`src/rtl/word_splitter.sv`:
```
// word_splitter: width-down converter. Takes one BEATS*DATA_WIDTH word per
// input handshake and replays it as BEATS DATA_WIDTH beats downstream, with
// no bubble between words when both sides run at full rate.
module word_splitter #(
    parameter int unsigned DATA_WIDTH = 8,
    parameter int unsigned BEATS      = 4,
    parameter bit          LSB_FIRST  = 1'b1
) (
    input  logic                        clk,
    input  logic                        rst_n,
    input  logic [DATA_WIDTH*BEATS-1:0] i_data_in,
    input  logic                        i_valid_a,
    output logic                        o_ready_a,
    output logic [DATA_WIDTH-1:0]       o_data_out,
    output logic                        o_valid_b,
    output logic                        o_last_b,
    input  logic                        i_ready_b
);

    localparam int unsigned     CntW    = $clog2(BEATS);
    localparam logic [CntW-1:0] LastCnt = CntW'(BEATS - 1);

    logic [DATA_WIDTH*BEATS-1:0] r_word;
    logic [CntW-1:0]             r_cnt;
    logic                        r_valid_b;

    logic                  w_last;
    logic                  w_in_hs;
    logic                  w_out_hs;
    logic [DATA_WIDTH-1:0] w_beat;

    assign w_last   = (r_cnt == LastCnt);
    // ready_b feeds ready_a combinationally so a new word can load on the
    // final-beat handshake without a bubble.
    assign o_ready_a = ~r_valid_b | (i_ready_b & w_last);
    assign w_in_hs   = i_valid_a & o_ready_a;
    assign w_out_hs  = r_valid_b & i_ready_b;

    // Select the current beat slice from the held word.
    always_comb begin
        w_beat = '0;
        for (int i = 0; i < BEATS; i++) begin
            if (r_cnt == CntW'(i)) begin
                if (LSB_FIRST) begin
                    w_beat = r_word[i*DATA_WIDTH +: DATA_WIDTH];
                end else begin
                    w_beat = r_word[(BEATS-1-i)*DATA_WIDTH +: DATA_WIDTH];
                end
            end
        end
    end

    // Load on input handshake, step the beat index on output handshake.
    always_ff @(posedge clk or negedge rst_n) begin
        if (!rst_n) begin
            r_word    <= '0;
            r_cnt     <= '0;
            r_valid_b <= 1'b0;
        end else if (w_in_hs) begin
            // Covers both idle load and final-beat overlap (valid stays high).
            r_word    <= i_data_in;
            r_cnt     <= '0;
            r_valid_b <= 1'b1;
        end else if (w_out_hs) begin
            if (w_last) begin
                r_cnt     <= '0;
                r_valid_b <= 1'b0;
            end else begin
                r_cnt <= r_cnt + CntW'(1);
            end
        end
    end

    assign o_data_out = w_beat;
    assign o_valid_b  = r_valid_b;
    assign o_last_b   = r_valid_b & w_last;

endmodule

```
`config.mk`:
```
export PLATFORM = sky130hd
export DESIGN_NAME = word_splitter
export DESIGN_NICKNAME = d
export VERILOG_FILES = /design/src/rtl/word_splitter.sv
export SDC_FILE = /design/constraint.sdc
export NUM_CORES = 1
export LEC_CHECK = 0
export BUFFER_PORTS_ARGS = -buffer_cell sky130_fd_sc_hd__buf_2
export CAP_MARGIN = 20
export CORE_AREA = 3 3 60 62
export CTS_CLUSTER_DIAMETER = 200
export DETAILED_ROUTE_END_ITERATION = 8
export DIE_AREA = 0 0 63 65
export PLACE_DENSITY = 0.91
export SETUP_SLACK_MARGIN = 0.15
export SKIP_LAST_GASP = 1
export SLEW_MARGIN = 30
export SYNTH_ARGS = -nofsm -noshare
export SYNTH_HDL_FRONTEND = slang
export SYNTH_SLANG_ARGS = --single-unit
```
`constraint.sdc`:
```
create_clock -name clk -period 3.8 [get_ports clk]
set_input_delay 0.19 -clock clk [delete_from_list [all_inputs] [get_ports clk]]
set_output_delay 0.19 -clock clk [all_outputs]
set_load 0.01 [all_outputs]
```
==> results.cfg, run 1 <==
[run_status]
status = finished clean

[sta]
final-setup-viol-count = 0
hold_slack_ns = 0.0815
finalHoldViolCount = 0
fin_crit_ns = 2.28
tightest_slew_ns = 0.760
fin_setup_tns_ns = 0
rsz0062_at_grt = no
setup_slack_ns = 1.52
fmax_mhz = 439
relSlewSlack = 0.493
period_share = 0.599
skew_ns = 0.0123
slew_violations = 0

[synthesis]
seq_area_frac_synth = 0.512
synth_top_area_cell = dfrtp_1
netlist.area_leader.share = 0.512
netlist_area_sq_um = 1710
synth_edf_count = 0
synthTopCellsByArea = dfrtp_1 51%, mux2_4 26%, a22oi_1 3.1%
synth_seq_cells = 35
yosysWarnings = 0
async_reset_ff_frac = 1.00
synthCells = 119
synth_cell_types = 24
synth_nets = 159
syn_avg_cell_area_sq_um = 14.4
dominantRegCellSynth = dfrtp_1

[power]
leakage_uw = 0.00106
vdd_drop_max_mv = 0.396
total_power_uw = 1660
powerDensity_nw_per_um2 = 824

[global_routing]
grt_pass1_wl_um = 5720
overflow = 0
antenna_found_initial = 0
grt_util_all_layers = 0.178
grt_max_degree = 36
grt_pass1_vias = 1209

[floorplan]
num_rows = 20
initial_core_util = 0.556
io_pins = 47
core-area_sq_um = 3080
die_y_um = 65
die_x_um = 63
die_area_sq_um = 4100

[place]
dp_hpwl_um = 2560
dp.cells = 203
gp_congestion = 0.769
place_ws_ns = 1.82
port-buffer-count = 46

[clock_network]
clockBufferDepth = 2
root_buffer = clkbuf_4
clk_pin_slew_ns = 0.11
clock_sinks = 35
htree_levels = 2
tritoncts = done
clk_latency_ns = 0.33
cts_inserted_buffers = 5
ctsResizeCount = 0

[setup_path]
timing.reg2reg.worst_path_depth = 4
crit_type = reg -> out
path_cells = ha_1, nor2b_1, a22oi_1, a21oi_1, buf_2
slowest_delay_ns = 0.46
crit_arrival_ns = 2.09
crit_slowest_cell = nor2b_1
worst-path-buf-inv = 1
crit_cells = 5
cp-end-kind = output port
cp-startpoint = r_cnt[0]
worstPathRequired_ns = 3.61
cp_max_fo = 10
worst_setup_path_start_kind = flop
r2r_start = r_cnt[0]
cp_top_family = simple AND/OR/NAND/NOR gates

[run]
cap_viol_max_count = 0

[finish]
fin_cells = 212
nFillCells = 211
area.sequential_sq_um = 876
final_common_cell = buf_2
area_delta_synth_final_pct = 17.7
layout_common_cells = 46 x buf_2, 35 x dfrtp_1, 30 x mux2_4
layout-drive-gt1-share = 0.530
multi_input_area_sq_um = 779
antenna_cells = 0
fin_nets = 207

[route]
ant_nets = 0
vias = 1119
first_pass_iters = 4
drt_iter0_drc = 34
vias_per_cell = 5.28
drc = 0
wl_per_cell_um = 15.7
drt_wl_total_um = 3330

[worst_hold_path]
hold-path-cell-count = 2
hold_class = in -> reg
worstHoldStart = i_data_in[13]
==> sequential cells by signal (all words and copies together), names as in the netlist <==
name,flops
r_cnt,2
r_word,32
o_valid_b,1
==> cells in the mapped netlist, drive strengths merged, types with 3 or more instances <==
| master | n |
|---|---|
| inv | 3 |
| dfrtp | 35 |
| o22ai | 7 |
| ha | 4 |
| a22oi | 7 |
| clkbuf | 3 |
| mux2 | 32 |
| nand2 | 3 |
| buf | 3 |
| a21oi | 8 |
| nand2b | 3 |
==> cells by family (layout without fill, tap and decap cells) <==
| group | count (synthesis) | in the layout | share of synthesized area |
|---|---|---|---|
| buffers and inverters | 9 | 58 | 0.0329 |
| AO/OA/AOI/OAI | 27 | 27 | 0.106 |
| AND/OR/NAND/NOR | 12 | 12 | 0.0439 |
| multiplexers | 32 | 32 | 0.276 |
| flip-flops | 35 | 35 | 0.512 |
| adder cells (fa/ha/maj) | 4 | 4 | 0.0292 |
==> layout make-up <==
| type | instances | share of cell area |
|---|---|---|
| clock buffer | 5 | 0.0186 |
| clock inverter | 3 | 0.00745 |
| inverter | 3 | 0.00559 |
| multi-input combinational | 75 | 0.387 |
| sequential | 35 | 0.435 |
| tap | 44 | 0.0273 |
| timing repair buffer | 47 | 0.119 |
==> metal layers <==
metal	GRT usage	share of wire
met5	0	0
met1	0.228	0.43
met2	0.296	0.50
met4	0.0579	0.013
met3	0.0451	0.053
==> where the power goes <==
group / leakage (uW) / internal (uW) / switching, uW
sequential: 0.000418 / 557 / 121
clock: 0.0000347 / 68.8 / 119
combinational: 0.000606 / 454 / 340
total: 0.00106 / 1080 / 579
==> timing repair <==
| item | 4_1_cts | 5_1_grt |
|---|---|---|
| endpoints found under the setup margin | 0 | 0 |
| setup buffers | 0 | 0 |
| hold buffers | 1 | 0 |
| endpoints found under the hold margin | 35 | 0 |
==> final timing paths <==
path                                      end  slack (ns)
worst max register to register      r_word[6]        1.80
max in group asynchronous          r_word[17]        2.85
worst min register to register     r_word[22]        0.52
min in group asynchronous            r_cnt[0]        0.46
worst min-delay path               r_word[13]        0.08
worst max-delay path            o_data_out[1]        1.52
==> stage by stage <==
step,utilization,instance area (sq um)
2_1_floorplan,-,1710
3_3_place_gp,0.634,1950
3_5_place_dp,0.634,1950
4_1_cts,0.654,2010
5_1_grt,0.654,2010
6_report,0.654,2010
Note: power is estimated with default switching activity, not from simulation.
==> inputs of run 2 (changes only) <==
--- a/config.mk
+++ b/config.mk
@@ -5,13 +5,14 @@
 export SDC_FILE = /design/constraint.sdc
 export NUM_CORES = 1
 export LEC_CHECK = 0
+export ABC_AREA = 1
 export BUFFER_PORTS_ARGS = -buffer_cell sky130_fd_sc_hd__buf_2
 export CAP_MARGIN = 20
-export CORE_AREA = 3 3 60 62
+export CORE_AREA = 3 3 66 68
 export CTS_CLUSTER_DIAMETER = 200
 export DETAILED_ROUTE_END_ITERATION = 8
-export DIE_AREA = 0 0 63 65
-export PLACE_DENSITY = 0.91
+export DIE_AREA = 0 0 69 71
+export PLACE_DENSITY = 0.84
 export SETUP_SLACK_MARGIN = 0.15
 export SKIP_LAST_GASP = 1
 export SLEW_MARGIN = 30
==> constraint.sdc (replaced) <==
create_clock -name clk -period 2 [get_ports clk]
set_input_delay 0.1 -clock clk [delete_from_list [all_inputs] [get_ports clk]]
set_output_delay 0.1 -clock clk [all_outputs]
set_load 0.01 [all_outputs]
==> run 2 against run 1 <==
  * Worst setup slack worse by 1.2 ns
  * Die area up 20%
  * Clock power grew to 2.9 times the previous value
  * Via count rose by 42%
  * Critical path type unchanged
  * Total power rose by 100%
  * Final cell count up 54%
  * Worst hold slack worse by 0.036 ns
  * Core utilization is 11 points lower
  * Sequential share of layout area decreased by 2.4 points
  * First-iteration DRC count increased by 79%
  * Synthesized cell count is 97% higher
  * Sequential power is 89% higher
==> results.cfg, run 2 <==
[synthesis]
netlist_area_sq_um = 1800
synth_edf_count = 0
synth_top_area_cell = dfrtp_1
yosysMostFrequentCell = nand2_1
synthTopCellsByArea = dfrtp_1 49%, nand2_1 21%, nand3_1 12%
syn_avg_cell_area_sq_um = 7.71
yosysWarnings = 0
synth_nets = 274
synth_cell_types = 15
synth_seq_cells = 35
synthCells = 234
netlist.area_leader.share = 0.486
seq_area_frac_synth = 0.486
dominantRegCellSynth = dfrtp_1
async_reset_ff_frac = 1.00
yosys-top-cells-count = 102 x nand2_1, 42 x nand3_1, 35 x dfrtp_1, 16 x a21oi_1, 14 x inv_1

[finish]
largest_reg_flops = 32
area.sequential_sq_um = 876
layout-drive-gt1-share = 0.221
regMostFlops = r_word
area_delta_synth_final_pct = 18.3
multi_input_area_sq_um = 778
antenna_cells = 0
fin_nets = 315
nFillCells = 411
layout_common_cells = 102 x nand2_1, 46 x buf_2, 42 x nand3_1
final_common_cell = nand2_1

[global_routing]
overflow = 0
grt_pass1_vias = 1600
grt_util_all_layers = 0.175
grt_max_degree = 36
antenna_found_initial = 0
grt_pass1_wl_um = 6990

[place]
dp_hpwl_um = 2880
port-buffer-count = 46
gp_congestion = 0.802

[floorplan]
die_y_um = 71
io_pins = 47
die_area_sq_um = 4900
num_rows = 23
die_x_um = 69
initial_core_util = 0.461
core-area_sq_um = 3910

[clock_network]
tritoncts = done
clockBufferDepth = 2
root_buffer = clkbuf_8
clk_latency_ns = 0.28
clock_sinks = 35
clk_pin_slew_ns = 0.07
cts_inserted_buffers = 5
cts_setup_buffers = 0
htree_levels = 2

[sta]
fin_crit_ns = 1.72
relSlewSlack = 0.483
final-setup-viol-count = 0
tightest_slew_ns = 0.776
rsz0062_at_grt = no
skew_ns = 0.00542
finalHoldViolCount = 0
fin_setup_tns_ns = 0
period_share = 0.861
slew_violations = 0
fmax_mhz = 581
hold_slack_ns = 0.0459

[route]
drt_iter0_drc = 61
first_pass_iters = 4
ant_nets = 0
vias = 1591
drc = 0
drt_wl_total_um = 4180
wl_per_cell_um = 12.8
vias_per_cell = 4.88

[power]
vdd_drop_max_mv = 0.688
pwr-share-seq = 0.376
p_comb_frac = 0.462
leakage_uw = 0.00122
switching_share = 0.427
power.share.clock = 0.162
powerDensity_nw_per_um2 = 1590
intPower_uw = 1940
p_sw_uw = 1450

[setup_path]
cp_common_cell = nand2_1
worst_setup_path_start_kind = flop
worst-path-buf-inv = 3
slowest_delay_ns = 0.42
cp-end-kind = output port
crit_arrival_ns = 1.62
crit_slowest_cell = dfrtp_1
cp_max_fo = 9
path_cells = inv_1, ha_4, inv_1, nand3_1, nand2_1, nand2_1, nand2_1, buf_2
reg2reg_slack_ns = 0.48
cp_top_family = flip-flops
worstPathRequired_ns = 1.90
crit_type = reg -> out

[worst_hold_path]
hold_class = in -> reg

[run]
cap_viol_max_count = 0

[run_status]
status = finished clean
run 2: final timing paths:
check,startpoint,cells past startpoint,end
min,i_data_in[25],3,r_word[25]
min in group asynchronous,rst_n,2,o_valid_b
max reg2reg,r_cnt[0],6,r_word[10]
min reg2reg,r_word[27],2,r_word[27]
max,r_cnt[1],8,o_data_out[2]
max in group asynchronous,rst_n,2,r_word[9]
run 2: per-layer routing:
metal	track usage	wire length, um	part of all wire	up-vias
met3	0.0497	216	0.052	7
met2	0.298	2110	0.50	40
met1	0.217	1810	0.43	727
met5	0	0	0	-
met4	0.0521	47	0.011	0
li1	-	-	-	817
run 2: tightest hold or removal path, stage by stage:
cell     delay [ns]
buf_2          0.07
nand3_1        0.06
nand2_1        0.06
run 2: metrics by stage:
| step | total power, uW | std cells | instance area (sq um) | utilization | setup WS [ns] |
|---|---|---|---|---|---|
| 6_report | 3390 | 326 | 2130 | 0.545 | 0.278 |
| 5_1_grt | 3710 | 326 | 2130 | 0.545 | 0.130 |
| 4_1_cts | 3390 | 326 | 2120 | 0.542 | 0.163 |
| 3_5_place_dp | 2810 | 317 | 2010 | 0.513 | 0.473 |
| 3_3_place_gp | 2770 | 317 | 2010 | 0.513 | 0.487 |
| 2_1_floorplan | 2390 | 234 | 1800 | - | 0.706 |
run 2: logic make-up (layout without fill, tap and decap cells):
logic type,Yosys count,in the layout,share of synthesized area
buffers and inverters,30,72,0.0909
flip-flops,35,35,0.486
adder cells (fa/ha/maj),4,4,0.0278
AND/OR/NAND/NOR,148,148,0.348
AO/OA/AOI/OAI,17,17,0.0472
run 2: cell type report:
class | count | area share
Tap cell | 50 | 0.0293
Inverter | 14 | 0.0246
Multi-Input combinational cell | 169 | 0.365
Timing Repair Buffer | 50 | 0.123
Sequential cell | 35 | 0.411
Clock buffer | 8 | 0.0469
run 2: power by group through the flow:
stage / clock network [uW] / logic [uW] / registers (uW)
2_1_floorplan: 0 / 1180 / 1210
3_3_place_gp: 0 / 1510 / 1260
3_5_place_dp: 0 / 1540 / 1270
4_1_cts: 556 / 1570 / 1270
5_1_grt: 587 / 1810 / 1310
6_report: 549 / 1570 / 1280
run 2: repair_timing:
| item | in CTS | in global routing |
|---|---|---|
| setup endpoints to repair | 1 | 8 |
| hold buffers | 1 | 0 |
| resized for setup | 1 | 2 |
| endpoints found under the hold margin | 35 | 0 |
| gates cloned | 0 | 0 |
==> inputs of run 3 (changes only) <==
--- a/config.mk
+++ b/config.mk
@@ -8,11 +8,12 @@
 export ABC_AREA = 1
 export BUFFER_PORTS_ARGS = -buffer_cell sky130_fd_sc_hd__buf_2
 export CAP_MARGIN = 20
-export CORE_AREA = 3 3 66 68
+export CORE_AREA = 3 3 65 67
+export CTS_BUF_LIST = sky130_fd_sc_hd__clkbuf_8
 export CTS_CLUSTER_DIAMETER = 200
 export DETAILED_ROUTE_END_ITERATION = 8
-export DIE_AREA = 0 0 69 71
-export PLACE_DENSITY = 0.84
+export DIE_AREA = 0 0 68 70
+export PLACE_DENSITY = 0.86
 export SETUP_SLACK_MARGIN = 0.15
 export SKIP_LAST_GASP = 1
 export SLEW_MARGIN = 30
==> run 3 against run 2 <==
  * Core utilization increased by 2.6 points
  * Sequential power about the same
  * Clock skew hardly changed
  * Flip-flop and latch count did not move
  * Final area down 1.2%
  * Sequential share of layout area increased by 0.49 points
  * Combinational power shrank 3%
  * Largest power group unchanged
==> results.cfg, run 3 (synthesis results as in run 2) <==
[run_status]
status = finished clean

[route]
wl_met1_um = 1740
first_pass_iters = 4
topRoutingLayerUsed = met4
ant_nets = 0
vias_per_cell = 5.00
drc = 0
routed-wl-met3_um = 305
wl_per_cell_um = 12.7
drt_iter0_drc = 80
drt_wl_total_um = 4100
vias = 1614
wl_met2_um = 2020

[clock_network]
cts_setup_buffers = 0
clock_sinks = 35
clk_latency_ns = 0.28
htree_levels = 2
tritoncts = done
root_buffer = clkbuf_8
clk_pin_slew_ns = 0.07
clockBufferDepth = 2
cts_inserted_buffers = 5

[power]
powerDensity_nw_per_um2 = 1580
leakage_uw = 0.00121
vdd_drop_max_mv = 0.857
total_power_uw = 3320

[worst_hold_path]
min_to = r_word[27]
worstHoldStart = i_data_in[27]
hold_class = in -> reg
hold-path-cell-count = 3

[setup_path]
r2r-end = r_cnt[1]
crit_type = reg -> out
worstPathRequired_ns = 1.90
crit_arrival_ns = 1.61
r2r_start = r_cnt[1]
cp_max_fo = 9
cp-startpoint = r_cnt[1]
timing.reg2reg.worst_path_depth = 6
cp-end-kind = output port
reg2reg_slack_ns = 0.58
worst_setup_path_start_kind = flop

[sta]
slew_violations = 0
relSlewSlack = 0.492
finalHoldViolCount = 0
rsz0062_at_grt = no
fin_crit_ns = 1.71
final-setup-viol-count = 0
period_share = 0.854
fin_setup_tns_ns = 0
fmax_mhz = 586
tightest_slew_ns = 0.762
skew_ns = 0.00566

[place]
gp_congestion = 0.798
dp_hpwl_um = 2880
port-buffer-count = 46

[finish]
antenna_cells = 0
final_common_cell = nand2_1
layout-drive-gt1-share = 0.225
area_delta_synth_final_pct = 16.9
nFillCells = 372
largest_reg_flops = 32
layout_common_cells = 102 x nand2_1, 46 x buf_2, 42 x nand3_1
fin_nets = 315
regMostFlops = r_word

[floorplan]
initial_core_util = 0.489
num_rows = 22
io_pins = 47
die_x_um = 68
die_area_sq_um = 4760
die_y_um = 70
core-area_sq_um = 3690

[global_routing]
grt_max_degree = 36
overflow = 0
grt_util_all_layers = 0.195
antenna_found_initial = 0
grt_pass1_wl_um = 7090
grt_pass1_vias = 1582

[run]
cap_viol_max_count = 0
==> run 3: cell count changes in the layout (fill, tap and decap cells not counted) <==
cell and change:
clkinv_2 +1, inv_1 -1, inv_2 +1, ha_2 +1, ha_4 -1, clkbuf_8 -1, clkbuf_1 -1
==> run 3: metal layers <==
metal / track usage / up-vias
li1: - / 816
met1: 0.244 / 739
met2: 0.323 / 55
met3: 0.0611 / 4
met4: 0.0486 / 0
met5: 0 / -
==> run 3: worst max-delay path: stages (launching register included) <==
cell	delay [ns]
dfrtp_1	0.43
inv_1	0.10
ha_2	0.28
inv_2	0.11
nand3_1	0.08
nand2_1	0.06
nand2_1	0.07
nand2_1	0.05
buf_2	0.13
==> run 3: timing repair <==
action,CTS,global route
endpoints found under the hold margin,35,0
setup endpoints to repair,3,8
hold buffers,1,0
gates resized for setup,1,2
cloned,0,0
==> run 3: power breakdown <==
part           internal [uW]  leakage, uW  switching, uW
clock network            270    0.0000470            247
registers               1050     0.000433            228
logic                    574     0.000735            959
total                   1890      0.00121           1430
==> run 3: stage by stage <==
step | hold WS, ns | instance area (sq um) | util | instances | setup WS [ns]
6_report | 0.0411 | 2110 | 0.571 | 323 | 0.293
5_1_grt | 0.0310 | 2110 | 0.571 | 323 | 0.176
4_1_cts | 0.0444 | 2100 | 0.571 | 323 | 0.182
3_5_place_dp | 0.217 | 2000 | 0.543 | 315 | 0.448
3_3_place_gp | 0.213 | 2000 | 0.543 | 315 | 0.485
2_1_floorplan | -0.196 | 1800 | - | 234 | 0.706
==> run 3: final cells by class <==
type	instances	area, sq um	area share
Multi-Input combinational cell	169	768	0.365
Inverter	14	52.6	0.0249
Sequential cell	35	876	0.416
Tap cell	48	60.1	0.0285
Clock inverter	1	5.00	0.00238
Clock buffer	6	82.6	0.0392
Timing Repair Buffer	50	263	0.125
==> run 3: worst max-delay path by stage <==
stage	endpoint	slack, ns
floorplan	o_data_out[6]	0.71
detailed placement	o_data_out[5]	0.45
global route	o_data_out[5]	0.18
global placement	o_data_out[0]	0.49
finish	o_data_out[5]	0.29
CTS	o_data_out[5]	0.18
